File: src/rtl/jtag_master_pkg.sv
// rtl/jtag_master_pkg.sv - shared JTAG sequencer types and TMS sequences
package jtag_master_pkg;

   typedef enum logic [1:0] {
      OP_RESET = 2'd0,
      OP_IR    = 2'd1,
      OP_DR    = 2'd2,
      OP_IDLE  = 2'd3
   } jtag_op_t;

   // TMS sequences are stored LSB first: bit k is driven in slot k.
   localparam int         TRST_SLOTS = 6;
   localparam logic [5:0] TRST_TMS   = 6'b011111;
   localparam logic [2:0] PRE_DR_TMS = 3'b001;
   localparam logic [3:0] PRE_IR_TMS = 4'b0011;

   function automatic logic pre_tms(input jtag_op_t op, input logic [1:0] idx);
      logic [3:0] w_seq;
      w_seq = (op == OP_IR) ? PRE_IR_TMS : {1'b0, PRE_DR_TMS};
      return w_seq[idx];
   endfunction

   function automatic logic [4:0] pre_last(input jtag_op_t op);
      return (op == OP_IR) ? 5'd3 : 5'd2;
   endfunction

endpackage

File: src/rtl/jtag_master_tck_gen.sv
// rtl/jtag_master_tck_gen.sv - TCK divider with slot-start (fall) and sample (rise) strobes
module jtag_master_tck_gen #(
   parameter int DIV = 2
) (
   input  logic clk_i,
   input  logic rst_n_i,
   input  logic en_i,
   output logic tck_o,
   output logic slot_start_o,
   output logic sample_o
);
   localparam int         CW   = (2 * DIV > 1) ? $clog2(2 * DIV) : 1;
   localparam logic [CW-1:0] LAST = CW'(2 * DIV - 1);
   localparam logic [CW-1:0] HALF = CW'(DIV);

   logic [CW-1:0] r_cnt;
   logic          r_tck;

   always_ff @(posedge clk_i or negedge rst_n_i) begin
      if (!rst_n_i) begin
         r_cnt <= '0;
         r_tck <= 1'b0;
      end else if (!en_i) begin
         r_cnt <= '0;
         r_tck <= 1'b0;
      end else begin
         r_cnt <= (r_cnt == LAST) ? '0 : r_cnt + CW'(1);
         if (r_cnt == '0)
            r_tck <= 1'b0;
         else if (r_cnt == HALF)
            r_tck <= 1'b1;
      end
   end

   assign tck_o        = r_tck;
   assign slot_start_o = en_i && (r_cnt == '0);
   assign sample_o     = en_i && (r_cnt == HALF);

endmodule

File: src/rtl/jtag_master.sv
// rtl/jtag_master.sv - host-side JTAG sequencer: RESET/IR/DR/IDLE commands to TCK/TMS/TDI
module jtag_master
   import jtag_master_pkg::*;
#(
   parameter int DIV     = 2,
   parameter int MAX_LEN = 32
) (
   input  logic               clk_i,
   input  logic               rst_n_i,
   input  logic               cmd_valid_i,
   output logic               cmd_ready_o,
   input  logic [1:0]         cmd_op_i,
   input  logic [4:0]         cmd_len_i,
   input  logic [MAX_LEN-1:0] cmd_data_i,
   output logic               rsp_valid_o,
   input  logic               rsp_ready_i,
   output logic [MAX_LEN-1:0] rsp_data_o,
   output logic               tck_o,
   output logic               tms_o,
   output logic               tdi_o,
   input  logic               tdo_i
);
   localparam logic [2:0] S_IDLE  = 3'd0;
   localparam logic [2:0] S_TRST  = 3'd1;
   localparam logic [2:0] S_PRE   = 3'd2;
   localparam logic [2:0] S_SHIFT = 3'd3;
   localparam logic [2:0] S_POST  = 3'd4;
   localparam logic [2:0] S_RUN   = 3'd5;
   localparam logic [2:0] S_RSP   = 3'd6;

   logic [2:0]         r_state;
   jtag_op_t           r_op;
   logic [4:0]         r_len;
   logic [4:0]         r_idx;
   logic [MAX_LEN-1:0] r_data;
   logic [MAX_LEN-1:0] r_capture;
   logic               r_sync;
   logic               r_last;
   logic               r_tms;
   logic               r_tdi;

   logic     w_en;
   logic     w_slot_start;
   logic     w_sample;
   logic     w_tms;
   logic     w_tdi;
   jtag_op_t w_op;

   assign w_op = jtag_op_t'(cmd_op_i);
   assign w_en = (r_state != S_IDLE) && (r_state != S_RSP);

   jtag_master_tck_gen #(.DIV(DIV)) u_tck_gen (
      .clk_i        (clk_i),
      .rst_n_i      (rst_n_i),
      .en_i         (w_en),
      .tck_o        (tck_o),
      .slot_start_o (w_slot_start),
      .sample_o     (w_sample)
   );

   always_comb begin
      w_tms = 1'b0;
      w_tdi = 1'b0;
      case (r_state)
         S_TRST:  w_tms = TRST_TMS[r_idx[2:0]];
         S_PRE:   w_tms = pre_tms(r_op, r_idx[1:0]);
         S_SHIFT: begin
            w_tms = (r_idx == r_len);
            w_tdi = r_data[r_idx];
         end
         S_POST:  w_tms = (r_idx == 5'd0);
         default: w_tms = 1'b0;
      endcase
   end

   // Slot bookkeeping advances on the TCK rise; r_last lets the final high phase
   // run its full length before the controller parks in RSP at the next fall.
   always_ff @(posedge clk_i or negedge rst_n_i) begin
      if (!rst_n_i) begin
         r_state   <= S_IDLE;
         r_op      <= OP_RESET;
         r_len     <= '0;
         r_idx     <= '0;
         r_data    <= '0;
         r_capture <= '0;
         r_sync    <= 1'b0;
         r_last    <= 1'b0;
         r_tms     <= 1'b1;
         r_tdi     <= 1'b0;
      end else begin
         case (r_state)
            S_IDLE: begin
               if (cmd_valid_i) begin
                  r_op      <= w_op;
                  r_len     <= cmd_len_i;
                  r_data    <= cmd_data_i;
                  r_capture <= '0;
                  r_idx     <= '0;
                  r_last    <= 1'b0;
                  if (w_op == OP_RESET || !r_sync)
                     r_state <= S_TRST;
                  else if (w_op == OP_IDLE)
                     r_state <= S_RUN;
                  else
                     r_state <= S_PRE;
               end
            end
            S_RSP: begin
               if (rsp_ready_i)
                  r_state <= S_IDLE;
            end
            default: begin
               if (w_slot_start) begin
                  if (r_last) begin
                     r_state <= S_RSP;
                     r_last  <= 1'b0;
                     r_tdi   <= 1'b0;
                  end else begin
                     r_tms <= w_tms;
                     r_tdi <= w_tdi;
                  end
               end
               if (w_sample && !r_last) begin
                  case (r_state)
                     S_TRST: begin
                        if (r_idx == 5'(TRST_SLOTS - 1)) begin
                           r_idx  <= '0;
                           r_sync <= 1'b1;
                           if (r_op == OP_RESET)
                              r_last <= 1'b1;
                           else
                              r_state <= (r_op == OP_IDLE) ? S_RUN : S_PRE;
                        end else begin
                           r_idx <= r_idx + 5'd1;
                        end
                     end
                     S_PRE: begin
                        if (r_idx == pre_last(r_op)) begin
                           r_idx   <= '0;
                           r_state <= S_SHIFT;
                        end else begin
                           r_idx <= r_idx + 5'd1;
                        end
                     end
                     S_SHIFT: begin
                        r_capture[r_idx] <= tdo_i;
                        if (r_idx == r_len) begin
                           r_idx   <= '0;
                           r_state <= S_POST;
                        end else begin
                           r_idx <= r_idx + 5'd1;
                        end
                     end
                     S_POST: begin
                        if (r_idx == 5'd1)
                           r_last <= 1'b1;
                        else
                           r_idx <= r_idx + 5'd1;
                     end
                     S_RUN: begin
                        if (r_idx == r_len)
                           r_last <= 1'b1;
                        else
                           r_idx <= r_idx + 5'd1;
                     end
                     default: r_idx <= r_idx;
                  endcase
               end
            end
         endcase
      end
   end

   assign cmd_ready_o = (r_state == S_IDLE);
   assign rsp_valid_o = (r_state == S_RSP);
   assign rsp_data_o  = r_capture;
   assign tms_o       = r_tms;
   assign tdi_o       = r_tdi;

endmodule

File: config.mk
export PLATFORM = sky130hd
export DESIGN_NAME = jtag_master
export DESIGN_NICKNAME = d
export VERILOG_FILES = /design/src/rtl/jtag_master_pkg.sv /design/src/rtl/jtag_master_tck_gen.sv /design/src/rtl/jtag_master.sv
export SDC_FILE = /design/constraint.sdc
export NUM_CORES = 1
export LEC_CHECK = 0
export ABC_AREA = 0
export CORE_ASPECT_RATIO = 1.4
export CORE_MARGIN = 1
export CORE_UTILIZATION = 45
export DETAILED_ROUTE_END_ITERATION = 16
export MAX_ROUTING_LAYER = met4
export PLACE_DENSITY = 0.77
export SLEW_MARGIN = 20
export SYNTH_ARGS = -nofsm -noshare
export SYNTH_HDL_FRONTEND = slang
export SYNTH_SLANG_ARGS = --single-unit
File: constraint.sdc
create_clock -name clk_i -period 2.4 [get_ports clk_i]
set_clock_uncertainty 0.15 [all_clocks]
set_input_delay 0.24 -clock clk_i [delete_from_list [all_inputs] [get_ports clk_i]]
set_output_delay 0.24 -clock clk_i [all_outputs]
set_load 0.01 [all_outputs]
==> impl_results.md <==
- Outcome: completed
- M1 GR Usage: 28.4%
- Worst Setup Start Kind: register
- Initial DRC Count: 273
- Die H: 121 um
- Antenna Violating Nets Remaining: 0
- Fin crit share: 95.4%
- Max IR drop VDD: 0.573 mV
- FFs w/ async S/R, synth: 100%
- Final setup vio count: 0
- Crit end category: output port
- Post-Route WL: 11100 um
- Minimum clock period: 2.29 ns
- Die Width: 87.1 um
- FF-to-FF path depth: 5
- Multi-input gate area: 2230 um2
- Commonest register cell after synthesis: dfrtp_1
- Crit-path cells: nor2_2, nand2_2, inv_2, clkdlybuf4s50_1
- CTS Sinks: 86
- Slew headroom: 67.8%
- Overall power: 6.54 mW
- Critical Path RT: 2.01 ns
- Core area: 9900 um2
- Vias in the first global route: 3586
- Gr usage total: 23.0%
- EDFF count, synth: 0
- Antenna diodes: 0
- Post-DP HPWL: 8150 um
- Htree depth: 3
- Netlist Area Pre-Place: 4560 um2
- Via density: 5.54
- Max Root-Sink Buffers: 2
- CP peak stage delay: 0.54 ns
- Met3 Use GR: 4.08%
- Count of pins over their slew limit: 0
- Busiest grt layer: met2
- Crit path max fanout: 13
- Post-Syn Instances: 431
- FF-to-FF setup slack: 0.26 ns
- Root Driver: clkbuf_16
- Register area: 2160 um2
- Synth top area cells: dfrtp_1 (47%), mux2_2 (9.6%), o21ai_0 (6.0%), mux4_2 (4.0%), a21oi_1 (3.6%)
- Final global-route overflow total: 0
- Worst EP arrival: 1.90 ns
- Starting Density: 46.0%
- Worst Tran Pin Value: 0.479 ns
- Residual DRC count: 0
- HP Class: in2async
- Yosys reg bits: 86
- Mapped Nets: 486
- Max Cap Viol: 0
- Unrepaired setup endpoints after global routing: false
- Port Buf Inserts: 80
- Worst r2r src: r_idx[2]$_DFFE_PN0P_
- Leak Pwr: 2.47 nW
- TNS Setup: 0 ns
- Avg Cell Area, Syn: 10.6 um2
- GR Util met2: 37.5%
- Ports: 81
- Row count: 43
- GP Congestion: 0.898
- Final Hold Fails: 0
- CTS Buf Count: 9
- Via count: 3634
- Clk slew on worst S/H paths: 0.07 ns
- Power per Cell Area: 1110 nW/um2
- Warnings, synthesis: 0
- Initial antenna violation count: 0
- Critical path origin: r_state[2]$_DFFE_PN0P_
- Hold_ws: 0.237 ns
- Fmax: 437 MHz
- Wirelength per Cell: 16.9 um
- CP max stage cell: clkdlybuf4s50_1
- Sequential share of the synthesized area: 47.2%
- CTS tree: done
- Reg2reg end: r_state[1]$_DFFE_PN0P_
- First-pass GRT wire length: 18000 um
- Fillers: 853
- Share of layout cells above drive strength 1: 20.9%
- Die ar.: 10500 um2
- Largest area contributor in the netlist: dfrtp_1
- Nets: 571
- Clk_lat worst skew: 0.34 ns
- Post-layout util: 59.3%
- Largest net degree at the start of global routing: 53
- Synth unique cells: 56
- Area Growth Syn to Fin: 28.7%
- TritonRoute pass-1 iters: 5
- CP Class: reg2out
- Share of the synthesized area in the top cell type: 46.7%
## worst max path at each step
stage                                   to  cells after the start
floorplan             r_idx[0]$_DFFE_PN0P_                      7
global placement      r_idx[2]$_DFFE_PN0P_                      7
detailed placement  r_state[0]$_DFFE_PN0P_                      8
CTS                            cmd_ready_o                      4
global route                   cmd_ready_o                      4
finish                         cmd_ready_o                      4
## logic make-up (layout without fill, tap and decap cells)
logic type      after synthesis  in the layout  share of synthesized area, %
buf+inv                      37            127                          3.90
fa+ha+maj                    11             11                          3.02
compound gates              131            131                          17.0
simple gates                108            108                          12.9
mux                          51             51                          14.6
xor+xnor                      7              7                          1.35
flops                        86             86                          47.2
## area by class of cell
class	count	share of cell area [%]
timing repair buffer	100	16.6
clock buffer	11	4.31
multi-input combinational	308	38.1
sequential	86	36.7
tap	135	2.88
inverter	11	0.704
clock inverter	5	0.661
## where the power goes
part / switching, mW / internal [mW] / total, mW
clock network: 0.583 / 0.767 / 1.35
logic: 1.44 / 1.42 / 2.86
registers: 0.393 / 1.94 / 2.33
## registers in the layout, indices dropped and copies added, names as in the netlist
register,flops
r_data,32
rsp_data_o,32
r_idx,5
r_len,5
r_state,3
r_op,2
u_tck_gen.r_cnt,2
r_last,1
r_sync,1
tdi_o,1
tms_o,1
u_tck_gen.tck_o,1
## synthesized netlist by cell type, types with 5 or more instances
| master | count |
|---|---|
| dfrtp_1 | 85 |
| o21ai_0 | 55 |
| mux2_2 | 39 |
| a21oi_1 | 33 |
| nand2_1 | 28 |
| nor2_1 | 20 |
| nand3_1 | 15 |
| buf_2 | 13 |
| o21ai_1 | 12 |
| ha_1 | 11 |
| inv_1 | 10 |
| clkbuf_1 | 9 |
| mux4_2 | 8 |
| nor3_1 | 6 |
| xnor2_1 | 6 |
| a21o_1 | 5 |
## timing repair
action                                 CTS  global route
gates resized for setup                  0             4
setup buffers                            0             0
setup endpoints to repair                0             2
hold buffers                             1             0
endpoints found under the hold margin   33             0
## critical path, delay by kind of cell, from the launching register on
family                 cells  cell delay, ns
AND/OR/NAND/NOR            2            0.38
flip-flops                 1            0.50
buffers and inverters      2            0.68
## layout by cell type, fill, tap and decap left out, types with 11 or more instances in the layout
cell type / n
mux2_2: 39
o21ai_1: 12
nand2_1: 28
ha_1: 11
o21ai_0: 55
buf_4: 18
nand3_1: 15
clkdlybuf4s50_1: 79
dfrtp_1: 83
nor2_1: 19
a21oi_1: 33
## per-layer routing
metal | up-vias | wire length, um
met2 | 106 | 5780
met5 | - | 0
met3 | 15 | 449
met4 | 0 | 199
li1 | 1729 | -
met1 | 1784 | 4680
## through the flow
step                      instances  cell area (um2)  setup WS [ns]
after floorplan                 431             4560          0.251
after global placement          639             5560          0.313
after detailed placement        639             5560          0.248
after CTS                       656             5860         0.0119
after global routing            656             5870         0.0212
final                           656             5870          0.109
No activity file was read; power rests on OpenSTA's default activity.
==> edit (config.mk and constraints unchanged) <==
Reset style: synchronous (`rst_n_i`), changed in 2 clocked blocks.
--- a/src/rtl/jtag_master_tck_gen.sv
+++ b/src/rtl/jtag_master_tck_gen.sv
@@ -16,7 +16,7 @@
    logic [CW-1:0] r_cnt;
    logic          r_tck;
 
-   always_ff @(posedge clk_i or negedge rst_n_i) begin
+   always_ff @(posedge clk_i) begin
       if (!rst_n_i) begin
          r_cnt <= '0;
          r_tck <= 1'b0;
--- a/src/rtl/jtag_master.sv
+++ b/src/rtl/jtag_master.sv
@@ -75,7 +75,7 @@
 
    // Slot bookkeeping advances on the TCK rise; r_last lets the final high phase
    // run its full length before the controller parks in RSP at the next fall.
-   always_ff @(posedge clk_i or negedge rst_n_i) begin
+   always_ff @(posedge clk_i) begin
       if (!rst_n_i) begin
          r_state   <= S_IDLE;
          r_op      <= OP_RESET;
Behaviour: differs if rst_n_i is asserted again (counterexample within 4 cycles, from zero or initial values and one cycle with rst_n_i low); with rst_n_i held inactive, the same outputs for 10 cycles.
==> edit against the unedited design <==
Final area down 1.4%; worst setup slack better by 23 ps; combinational power down 15%; synthesized cell count up 32%; critical path depth down 1; wire length up 4.2%; sequential share of layout area down 6.6 points; maximum frequency up 1.0%; global-route usage up 0.58 points; area after synthesis up 0.52%; total power down 16%; sequential cell count up 1; critical path type unchanged.
==> edit: results (changes against the unedited design) <==
Synth
  • Synth Area in XOR/XNOR: 1.53% (was 1.35%)
  • Seq/Total Area, Yosys: 38.0% (was 47.2%)
  • Post-synthesis cell type count: 64 (was 56)
  • Post-synthesis mux area share: 4.26% (was 14.6%)
  • Syn_nets: 619 (was 486)
  • Async set-reset flop share out of synthesis: 0% (was 100%)
  • Synth Instances: 567 (was 431)
  • Post-Synth Adder-Cell Area: 2.18% (was 3.02%)
  • Compound-Gate Fraction of Synth Area: 24.6% (was 17.0%)
  • Most frequent cells after synthesis: nand2_1, dfxtp_1, a21boi_0 (was dfrtp_1, o21ai_0, mux2_2)

Critical path
  • Worst reg-to-reg setup slack: 220 ps (was 260 ps)

Route
  • Via count: 4301 (was 3634)
  • Wl on met1: 4870 um (was 4680 um)
  • Initial DRC count: 418 (was 273)

Finish
  • Signal buf overhead: 17.2% (was 16.6%)
  • Count of non-CTS inverters in the layout: 7 (was 11)
  • Final nets: 686 (was 571)
  • Layout cells sized above 1: 9.09% (was 20.9%)
  • Clock network area share: 4.71% (was 4.97%)
  • Fillers: 927 (was 853)
  • Fraction of standard cell area in multi-input logic: 44.6% (was 38.1%)

Global route
  • Met2 usage: 38.9% (was 37.5%)
  • Vias in the first global route: 4186 (was 3586)
  • Overall Global Routing Usage: 23.6% (was 23.0%)
  • Global-route wire length before repair: 19000 um (was 18000 um)
  • Grt met1 use: 26.9% (was 28.4%)

Power
  • Internal power: 3.29 mW (was 4.12 mW)
  • Lkg Pwr: 2.01 nW (was 2.47 nW)

Hold path
  • Hold Path Class: in -> reg (was in -> async)

Placement
  • Dpl hpwl: 8330 um (was 8150 um)
  • GP Congestion: 0.879 (was 0.898)
  • Cells after DPL: 758 (was 639)

CTS
  • CTS sink cnt: 87 (was 86)

Outcome
  • Status: complete, no violations (unchanged)
## edit: path summary, 6_finish.rpt
kind	from	depth (start not counted)	to
setup / recovery	r_state[1]	3	cmd_ready_o
hold / removal	rst_n_i	2	tms_o
setup reg to reg	r_idx[3]	6	r_idx[2]
hold reg to reg	u_tck_gen.r_cnt[0]	1	u_tck_gen.r_cnt[0]
## edit: power by group through the flow
stage	Sequential, mW	Clock (mW)	Combinational, mW
after floorplan	1.77	0	1.77
after global placement	1.79	0	2.32
after detailed placement	1.80	0	2.38
after CTS	1.77	1.33	2.39
after global routing	1.79	1.38	2.67
final	1.77	1.31	2.42
## edit: stage by stage
step	instance area (um^2)	total power [mW]	hold slack, ps	setup slack [ps]	utilization [%]
5_1_grt	5790	5.84	135	86.6	58.5
6_report	5790	5.50	126	133	58.5
2_1_floorplan	4580	3.54	225	126	-
3_5_place_dp	5510	4.18	301	127	55.7
4_1_cts	5790	5.49	104	134	58.5
3_3_place_gp	5510	4.11	287	243	55.7
